===== src/rtl/serial_operand_sender.sv =====
// Serial operand sender: captures an operand pair and shifts it out LSB first,
// framed by a one-cycle comparator clear and a one-cycle done pulse.
// Optional expected-result outputs are enabled by defining SERIAL_SENDER_EXPECT_EN.
module serial_operand_sender #(
  parameter int WIDTH = 8
) (
  input  logic             clk,
  input  logic             reset,
  input  logic             start,
  input  logic [WIDTH-1:0] opA,
  input  logic [WIDTH-1:0] opB,
  output logic             ready,
  output logic             a,
  output logic             b,
  output logic             frame,
  output logic             last,
  output logic             clrBar,
  output logic             done,
  output logic             expGt,
  output logic             expEq,
  output logic             expLt
);

  localparam int CW = (WIDTH > 2) ? $clog2(WIDTH) : 1;
  localparam logic [CW-1:0] LAST_IDX = CW'(WIDTH - 1);

  typedef enum logic [1:0] {
    IDLE  = 2'd0,
    CLEAR = 2'd1,
    SHIFT = 2'd2,
    DONE  = 2'd3
  } state_e;

  state_e           state_q, state_d;
  logic [WIDTH-1:0] sh_a_q, sh_b_q;
  logic [CW-1:0]    count_q;
  logic             accept;

  assign accept = start && (state_q == IDLE);

  // NOTE: sequential state uses non-blocking assignments so every register
  // samples the pre-edge value of every other register, regardless of order.
  always_ff @(posedge clk or posedge reset) begin
    if (reset) state_q <= IDLE;
    else       state_q <= state_d;
  end

  // NOTE: state_d gets a default before the case so no path leaves it
  // unassigned, which would otherwise infer a latch.
  always_comb begin
    state_d = state_q;
    unique case (state_q)
      IDLE:    if (accept) state_d = CLEAR;
      CLEAR:   state_d = SHIFT;
      SHIFT:   if (count_q == LAST_IDX) state_d = DONE;
      DONE:    state_d = IDLE;
      default: state_d = IDLE;
    endcase
  end

  // Outputs decode the state and the shift-register LSBs only, so none of
  // start/opA/opB reaches a pin combinationally.
  always_comb begin
    ready = 1'b0;
    a     = 1'b0;
    b     = 1'b0;
    frame = 1'b0;
    last  = 1'b0;
    done  = 1'b0;
    unique case (state_q)
      IDLE:  ready = 1'b1;
      SHIFT: begin
        a     = sh_a_q[0];
        b     = sh_b_q[0];
        frame = 1'b1;
        last  = (count_q == LAST_IDX);
      end
      DONE:  done = 1'b1;
      default: ;
    endcase
  end

  // Held low during reset as well, so the downstream history is cleared then too.
  assign clrBar = ~reset & (state_q != CLEAR);

  // NOTE: the operand shift registers are reset as well, so an aborted
  // transfer leaves no trace of the captured operands.
  always_ff @(posedge clk or posedge reset) begin
    if (reset) begin
      sh_a_q  <= '0;
      sh_b_q  <= '0;
      count_q <= '0;
    end else begin
      if (accept) begin
        sh_a_q <= opA;
        sh_b_q <= opB;
      end else if (state_q == SHIFT) begin
        sh_a_q  <= sh_a_q >> 1;
        sh_b_q  <= sh_b_q >> 1;
        count_q <= count_q + CW'(1);
      end
      if (state_q == CLEAR) count_q <= '0;
    end
  end

`ifdef SERIAL_SENDER_EXPECT_EN
  logic exp_gt_q, exp_eq_q, exp_lt_q;

  always_ff @(posedge clk or posedge reset) begin
    if (reset) begin
      exp_gt_q <= 1'b0;
      exp_eq_q <= 1'b0;
      exp_lt_q <= 1'b0;
    end else if (accept) begin
      exp_gt_q <= (opA > opB);
      exp_eq_q <= (opA == opB);
      exp_lt_q <= (opA < opB);
    end
  end

  assign expGt = exp_gt_q;
  assign expEq = exp_eq_q;
  assign expLt = exp_lt_q;
`else
  assign expGt = 1'b0;
  assign expEq = 1'b0;
  assign expLt = 1'b0;
`endif

endmodule

===== config.mk =====
export PLATFORM = sky130hd
export DESIGN_NAME = serial_operand_sender
export DESIGN_NICKNAME = d
export VERILOG_FILES = /design/src/rtl/serial_operand_sender.sv
export SDC_FILE = /design/constraint.sdc
export NUM_CORES = 1
export LEC_CHECK = 0
export ABC_CLOCK_PERIOD_IN_PS = 1500
export CAP_MARGIN = 10
export CORE_MARGIN = 4
export CORE_UTILIZATION = 43
export DETAILED_ROUTE_END_ITERATION = 6
export GPL_ROUTABILITY_DRIVEN = 1
export PLACE_DENSITY = 0.81
export SLEW_MARGIN = 40
export SYNTH_ARGS = -nofsm -noshare
export SYNTH_HDL_FRONTEND = slang
export SYNTH_SLANG_ARGS = --single-unit

===== constraint.sdc =====
create_clock -name clk -period 1.5 [get_ports clk]
set_input_delay 0.375 -clock clk [delete_from_list [all_inputs] [get_ports clk]]
set_output_delay 0.375 -clock clk [all_outputs]
set_load 0.03 [all_outputs]

==> results of run 1 <==
## final cells by class
cell class | count | area, sq um | share of cell area
flip-flops and latches | 21 | 527 | 0.324
inverters | 6 | 25.0 | 0.0154
well taps | 30 | 37.5 | 0.0231
multi-input cells | 74 | 587 | 0.361
clock buffers | 3 | 22.5 | 0.0139
repair buffers | 43 | 422 | 0.259
clock inverters | 1 | 5.00 | 0.00308
## logic make-up (layout without fill, tap and decap cells)
group / count (synthesis) / in the layout / share of synthesized area
fa+ha+maj: 7 / 7 / 0.0795
buf+inv: 15 / 53 / 0.0840
simple gates: 28 / 28 / 0.113
compound gates: 20 / 20 / 0.0953
other cells: 1 / 3 / 0.00340
flops: 21 / 21 / 0.477
mux: 16 / 16 / 0.148
## stage by stage
stage / utilization / power (uW) / hold WS, ns
final: 0.662 / 3280 / 0.481
after global routing: 0.662 / 3550 / 0.476
after CTS: 0.633 / 3100 / 0.458
after detailed placement: 0.568 / 2510 / 0.526
after global placement: 0.568 / 2440 / 0.521
after floorplan: - / 2140 / 0.352
## final timing paths
path,cells past startpoint,from,slack [ns],endpoint
worst max-delay path,4,count_q[0],-0.20,last
worst min-delay path,3,reset,0.48,state_q[0]
worst max register to register,6,state_q[0],0.05,state_q[1]
worst min register to register,2,sh_b_q[7],0.54,sh_b_q[7]
max in group asynchronous,3,reset,0.87,sh_b_q[2]
min in group clk,2,sh_b_q[7],0.54,sh_b_q[7]
## layer usage
layer  vias to the layer above  GRT usage
met2                        10      0.233
met4                         0     0.0291
met1                       391      0.159
li1                        432          -
met5                         -          0
met3                         2     0.0263
## cell usage after synthesis
cell      count
mux2i_1      14
nor2b_1       2
nand2b_1      2
ha_1          7
mux2_2        2
o21ai_1      16
nor2_1        2
a21oi_1       1
o32a_1        1
buf_4         5
buf_2         2
and2_1        4
dfrtp_1      21
o21ai_0       2
buf_6         2
conb_1        1
nand2_1      18
inv_1         6
## sequential cells by signal, indices dropped and copies added, names as in the netlist
| signal | flops |
|---|---|
| state_q | 2 |
| sh_a_q | 8 |
| count_q | 3 |
| sh_b_q | 8 |
## tightest hold or removal path, stage by stage
cell and delay (ns):
clkdlybuf4s50_1 0.47, inv_1 0.10, buf_4 0.19
## power by group
group          total, uW  leakage [uW]  internal (uW)  switching (uW)
Clock                259     0.0000177           99.0             160
Sequential          1000      0.000261            838             166
Combinational       2020      0.000442           1110             909
## what timing repair did
item | CTS | global route
pin swaps | 5 | 3
gates resized for setup | 26 | 5
setup buffers | 4 | 7
setup endpoints to repair | 8 | 8
==> metrics.cfg, run 1 <==
[run_status]
status = complete, but fails checks
violations = negative setup slack

[clock_tree]
ctsHtreeMaxLevel = 1
cts_hold_buf = 0
clkLatencyLatePin_ns = 0.29
cts-root-buf = clkbuf_4
path_clk_slew_ns = 0.11
cts.sinks = 21
numCtsBuffers = 3
cts_tree = done
ctsLongestPathBuffers = 2

[sta]
final_hold_viol_count = 0
period_minus_slack_ns = 1.70
drv_slew = 0
layout_setup_ws_ns = -0.199
setup_violations = 7
fmax_mhz = 589
rsz0062_at_grt = yes
finalSetupTns_ns = -0.753
fin_crit_sh = 1.13
fin_worst_skew_ns = 0.00196

[cells_and_area]
final_common_cell = dfrtp_1
final_layout_size_suffix_gt1_frac = 0.311
final_cell_area_sq_um = 1630
finalNetCount = 175
area_growth_pct = 47.4
stdcell_count = 178
n_fill_cell = 184
num_antenna_cells = 0
layout_common_cells = dfrtp_1 (20), nand2_1 (18), clkdlybuf4s50_1 (18)

[routing]
wl_met3_um = 70
dr.max_layer_used = met4
dr_wl_met2_um = 1110
drt-total-wl_um = 2140
wl_met1_um = 950
vias = 835
antenna_left = 0
drc_errors = 0
initialDrtViolationCount = 7
wl_per_cell_um = 12.0
via_per_inst = 4.69
drtPass1Iterations = 4

[global_route]
grt_pass1_vias = 809
grt_overflow_total = 0
grt_pass1_wl_um = 3450
antenna_found_initial = 0
grt_max_degree = 33
grtUsageTotal = 0.129

[worst_setup_path]
crit_slowest_cell = dfrtp_1
critPathLaunchType = flop
path_cells = ha_2 > ha_4 > and2_4 > buf_6
critical_path_class = reg2out
path_delay_family = flip-flops
cp_slowest_stage_delay_ns = 0.40
timing.critical_path.buf_inv = 1
critPathCaptureType = primary output
crit_fanout = 2
critPathArrivalTime_ns = 1.32
crit_required_ns = 1.12

[die]
ios = 29
row_count = 18
coreArea_sq_um = 2450
die_w_um = 58.6
die_h_um = 58.6
die_area_sq_um = 3440
start_util = 0.449

[placed_design]
place_area_sq_um = 1400
numPortBuffers = 25
gp_congestion = 0.811
dp_cells = 163
post-place-ws_ns = -0.0633
hpwl_um = 1490

[logic_synthesis]
synth_top_area_cell = dfrtp_1
synth-seq-area-share = 0.477
synth_top_area_share = 0.477
synth_area_sq_um = 1100
syn_avg_cell_area_sq_um = 10.2
synth_area_leaders = dfrtp_1 (48%), mux2i_1 (13%), ha_1 (7.9%)
synthCells = 108
synth_warnings = 0
ys_ff_latch = 21
ys_types = 18

[power]
ir_worst_vdd_uv = 1080
p_leak_uw = 0.000721
power_density_nw_per_um2 = 2020

[min_path]
hp-class = in2async

[job]
cap_violations = 0

Power figures use the tool's default switching activity.
==> run 2, diff against run 1 <==
--- a/config.mk
+++ b/config.mk
@@ -12,6 +12,7 @@
 export DETAILED_ROUTE_END_ITERATION = 6
 export GPL_ROUTABILITY_DRIVEN = 1
 export PLACE_DENSITY = 0.81
+export SKIP_CTS_REPAIR_TIMING = 1
 export SLEW_MARGIN = 40
 export SYNTH_ARGS = -nofsm -noshare
 export SYNTH_HDL_FRONTEND = slang
==> run 2 against run 1 <==
Net effect: the run still ends with negative setup slack left; fmax decreased by 1.3%; cell count decreased by 4.5%; total power decreased by 5.0%; first-iteration DRC count decreased by 29%; cell area decreased by 4.4%; critical path depth unchanged; global-route usage decreased by 1.3 points; critical path type unchanged; highest routed layer unchanged.
==> metrics.cfg, run 2 (same netlist as run 1, synthesis figures left out) <==
[run_status]
status = complete, but fails checks
violations = negative setup slack

[worst_setup_path]
critPathLaunchType = flop
crit_required_ns = 1.12
crit_fanout = 3
critical_path_class = reg2out
critPathCaptureType = primary output
critPathArrivalTime_ns = 1.35

[job]
cap_violations = 0

[die]
die_area_sq_um = 3440
ios = 29
die_w_um = 58.6
row_count = 18
coreArea_sq_um = 2450
die_h_um = 58.6
start_util = 0.449

[placed_design]
place_area_sq_um = 1400
gp_congestion = 0.811
post-place-ws_ns = -0.0633
hpwl_um = 1490
numPortBuffers = 25

[min_path]
hp-class = in2async

[sta]
finalSetupTns_ns = -0.908
layout_setup_ws_ns = -0.222
period_minus_slack_ns = 1.72
final_hold_viol_count = 0
drv_slew = 0
fmax_mhz = 581
fin_worst_skew_ns = 0.0123
fin_crit_sh = 1.15
setup_violations = 7
rsz0062_at_grt = yes

[global_route]
grt_max_degree = 33
grtUsageTotal = 0.116
antenna_found_initial = 0
grt_pass1_vias = 766
grt_pass1_wl_um = 3160
grt_overflow_total = 0

[power]
p_seq_frac = 0.325
combPwrFrac = 0.588
p_sw_frac = 0.390
clkPwrFrac = 0.087
power_density_nw_per_um2 = 2000
p_sw_uw = 1210
ir_worst_vdd_uv = 1070
p_leak_uw = 0.000676
cell_internal_pwr_uw = 1900
power_uw = 3110

[routing]
wl_per_cell_um = 12.6
drt-total-wl_um = 2140
drtPass1Iterations = 4
via_per_inst = 4.80
antenna_left = 0
vias = 816
drc_errors = 0
initialDrtViolationCount = 5

[cells_and_area]
final_layout_size_suffix_gt1_frac = 0.264
final_cell_area_sq_um = 1550
n_fill_cell = 197
final_util = 0.633
largestRegisters = sh_a_q (8), sh_b_q (8), count_q (3)
area_growth_pct = 41.0
finalNetCount = 167
num_antenna_cells = 0
final_common_cell = dfrtp_1
layout_common_cells = dfrtp_1 (20), nand2_1 (18), clkdlybuf4s50_1 (18)

[clock_tree]
numCtsBuffers = 3
ctsHtreeMaxLevel = 1
cts-root-buf = clkbuf_4
clkLatencyLatePin_ns = 0.30
path_clk_slew_ns = 0.13
cts_tree = done
ctsLongestPathBuffers = 2
cts.sinks = 21

## run 2: cell count changes in the layout (fill, tap and decap cells not counted), sizes merged
cell,previous run,this run
buf,25,17
## run 2: worst paths after layout
check,startpoint,slack (ns),endpoint,depth (start not counted)
min in group clk,sh_b_q[7],0.54,sh_b_q[7],2
worst min register to register,sh_b_q[7],0.54,sh_b_q[7],2
max in group asynchronous,reset,0.89,sh_b_q[2],3
worst max-delay path,count_q[0],-0.22,last,4
worst min-delay path,reset,0.45,sh_a_q[0],3
worst max register to register,state_q[0],0.01,state_q[1],6
## run 2: area by class of cell
class                           instances  area [sq um]  share of cell area
Timing Repair Buffer                   35           358               0.230
Clock inverter                          1          5.00             0.00322
Clock buffer                            3          22.5              0.0145
Sequential cell                        21           527               0.339
Tap cell                               30          37.5              0.0242
Multi-Input combinational cell         74           579               0.373
Inverter                                6          25.0              0.0161
## run 2: power by group through the flow
stage                     Combinational [uW]  Sequential (uW)  Clock [uW]
after floorplan                         1170              961           0
after global placement                  1460              980           0
after detailed placement                1510              998           0
after CTS                               1510              985         274
after global routing                    2010             1050         301
final                                   1830             1010         270
## run 2: layer usage
metal | wire length [um] | global-route usage | vias to the layer above
li1 | - | - | 416
met1 | 934 | 0.138 | 388
met2 | 1120 | 0.211 | 10
met3 | 70 | 0.0263 | 2
met4 | 8 | 0.0324 | 0
met5 | 0 | 0 | -
## run 2: worst max-delay path: stages, from the launching register on
cell	delay (ns)
dfrtp_1	0.42
ha_2	0.19
ha_4	0.15
and2_4	0.15
buf_6	0.13
## run 2: metrics by stage
stage | hold slack (ns) | std cells
6_report | 0.453 | 170
5_1_grt | 0.453 | 170
4_1_cts | 0.398 | 167
3_5_place_dp | 0.526 | 163
3_3_place_gp | 0.521 | 163
2_1_floorplan | 0.352 | 110
==> run 3, diff against run 2 <==
==> config.mk (replaced) <==
export PLATFORM = sky130hd
export DESIGN_NAME = serial_operand_sender
export DESIGN_NICKNAME = d
export VERILOG_FILES = /design/src/rtl/serial_operand_sender.sv
export SDC_FILE = /design/constraint.sdc
export NUM_CORES = 1
export LEC_CHECK = 0
export ABC_CLOCK_PERIOD_IN_PS = 1600
export CAP_MARGIN = 10
export CORE_MARGIN = 4
export CORE_UTILIZATION = 47
export DETAILED_ROUTE_END_ITERATION = 6
export GPL_ROUTABILITY_DRIVEN = 1
export PLACE_DENSITY = 0.84
export SKIP_CTS_REPAIR_TIMING = 1
export SLEW_MARGIN = 40
export SYNTH_ARGS = -nofsm -noshare
export SYNTH_HDL_FRONTEND = slang
export SYNTH_SLANG_ARGS = --single-unit
export TNS_END_PERCENT = 20
==> constraint.sdc (replaced) <==
create_clock -name clk -period 1.6 [get_ports clk]
set_input_delay 0.4 -clock clk [delete_from_list [all_inputs] [get_ports clk]]
set_output_delay 0.4 -clock clk [all_outputs]
set_load 0.03 [all_outputs]
==> run 3 against run 2 <==
Net effect: the run still ends with negative setup slack left; first-iteration DRC count grew 40%; global-route usage grew 2.9 points; worst setup slack gained 0.075 ns; utilization grew 4.1 points; non-clock buffer count is the same; critical endpoint is now a; routed wire length grew 1.8%; die area shrank 7.4%; clock power shrank 6%.
==> metrics.cfg, run 3 (same netlist as run 1, synthesis figures left out) <==
[power]
p_sw_frac = 0.393
p_seq_frac = 0.347
clkPwrFrac = 0.092
p_leak_uw = 0.000660
cell_internal_pwr_uw = 1680
combPwrFrac = 0.561
p_sw_uw = 1090
ir_worst_vdd_uv = 1170
power_density_nw_per_um2 = 1850

[placed_design]
gp_congestion = 0.754
hpwl_um = 1560
place_area_sq_um = 1370
post-place-ws_ns = -0.0238
numPortBuffers = 25
dp_cells = 158

[worst_setup_path]
crit_fanout = 8
rrSetupSlack_ns = -0.03
r2r_cells = 6
critPathArrivalTime_ns = 1.35
crit-reg2reg-capture = state_q[1]
crit_required_ns = 1.20
path_cells = inv_2 > ha_4 > and2_4 > buf_6
critical_path_class = reg2out
cp_slowest_stage_delay_ns = 0.45
critPathCaptureType = primary output
r2r-start = state_q[0]
critPathLaunchType = flop
crit_slowest_cell = dfrtp_1

[clock_tree]
clkLatencyLatePin_ns = 0.30
path_clk_slew_ns = 0.12
numCtsBuffers = 3
cts.sinks = 21
ctsHtreeMaxLevel = 1
cts_tree = done
ctsLongestPathBuffers = 2
cts-root-buf = clkbuf_4

[die]
coreArea_sq_um = 2210
die_area_sq_um = 3180
die_h_um = 56.4
die_w_um = 56.4
ios = 29
start_util = 0.498
row_count = 17

[sta]
fin_crit_sh = 1.09
setup_violations = 8
final_hold_viol_count = 0
drv_slew = 0
fin_worst_skew_ns = 0.00725
rsz0062_at_grt = yes
fmax_mhz = 572
layout_setup_ws_ns = -0.147
period_minus_slack_ns = 1.75
finalSetupTns_ns = -0.692

[cells_and_area]
finalNetCount = 167
n_fill_cell = 177
stdcell_count = 168
layout_common_cells = dfrtp_1 (20), nand2_1 (18), clkdlybuf4s50_1 (18)
final_common_cell = dfrtp_1
final_layout_size_suffix_gt1_frac = 0.236
area_growth_pct = 35.3
largestRegisters = sh_a_q (8), sh_b_q (8), count_q (3)
num_antenna_cells = 0
final_cell_area_sq_um = 1490

[routing]
antenna_left = 0
via_per_inst = 4.82
drc_errors = 0
initialDrtViolationCount = 7
wl_per_cell_um = 13.0
vias = 810
drt-total-wl_um = 2180
drtPass1Iterations = 4

[job]
cap_violations = 0

[global_route]
grt_overflow_total = 0
grt_max_degree = 33
grt_pass1_vias = 762
grt_pass1_wl_um = 3510
grtUsageTotal = 0.145
antenna_found_initial = 0

[run_status]
status = complete, but fails checks
violations = negative setup slack

[min_path]
hp-class = in2async

run 3: layout make-up:
type                    count  area, sq um  area share
multi-input cells          74          542       0.363
flip-flops and latches     21          527       0.353
repair buffers             35          339       0.227
well taps                  28         35.0      0.0235
clock buffers               4         26.3      0.0176
inverters                   6         22.5      0.0151
run 3: through the flow:
| step | utilization | total power, uW | hold slack, ns |
|---|---|---|---|
| global placement | 0.618 | 2240 | 0.515 |
| CTS | 0.630 | 2580 | 0.440 |
| detailed placement | 0.618 | 2320 | 0.529 |
| finish | 0.674 | 2770 | 0.438 |
| global route | 0.674 | 2990 | 0.451 |
| floorplan | - | 1990 | 0.377 |
run 3: power by group through the flow:
stage	clock (uW)	sequential [uW]	combinational (uW)
detailed placement	0	942	1380
floorplan	0	900	1090
CTS	269	933	1380
finish	255	960	1550
global placement	0	928	1320
global route	294	986	1710
run 3: worst max-delay path by stage:
stage          cells after the start  startpoint  slack, ns    endpoint
2_1_floorplan                      5  state_q[0]      0.005  state_q[1]
3_3_place_gp                       4       start       0.05  state_q[1]
3_5_place_dp                       4       start      -0.02  state_q[1]
4_1_cts                            4  count_q[0]      -0.27        last
5_1_grt                            4  state_q[0]      -0.20           a
6_report                           4  state_q[0]      -0.15           a
run 3: worst max-delay path: cells and delay by family (launching register included):
family,cells,cell delay (ns)
buf+inv,2,0.23
fa+ha+maj,1,0.20
flops,1,0.45
simple gates,1,0.16
run 3: layer usage:
metal,up-vias,GRT usage,wire (um)
li1,412,-,-
met1,378,0.172,901
met2,16,0.239,1130
met3,4,0.0414,103
met4,0,0.0712,43
met5,-,0,0
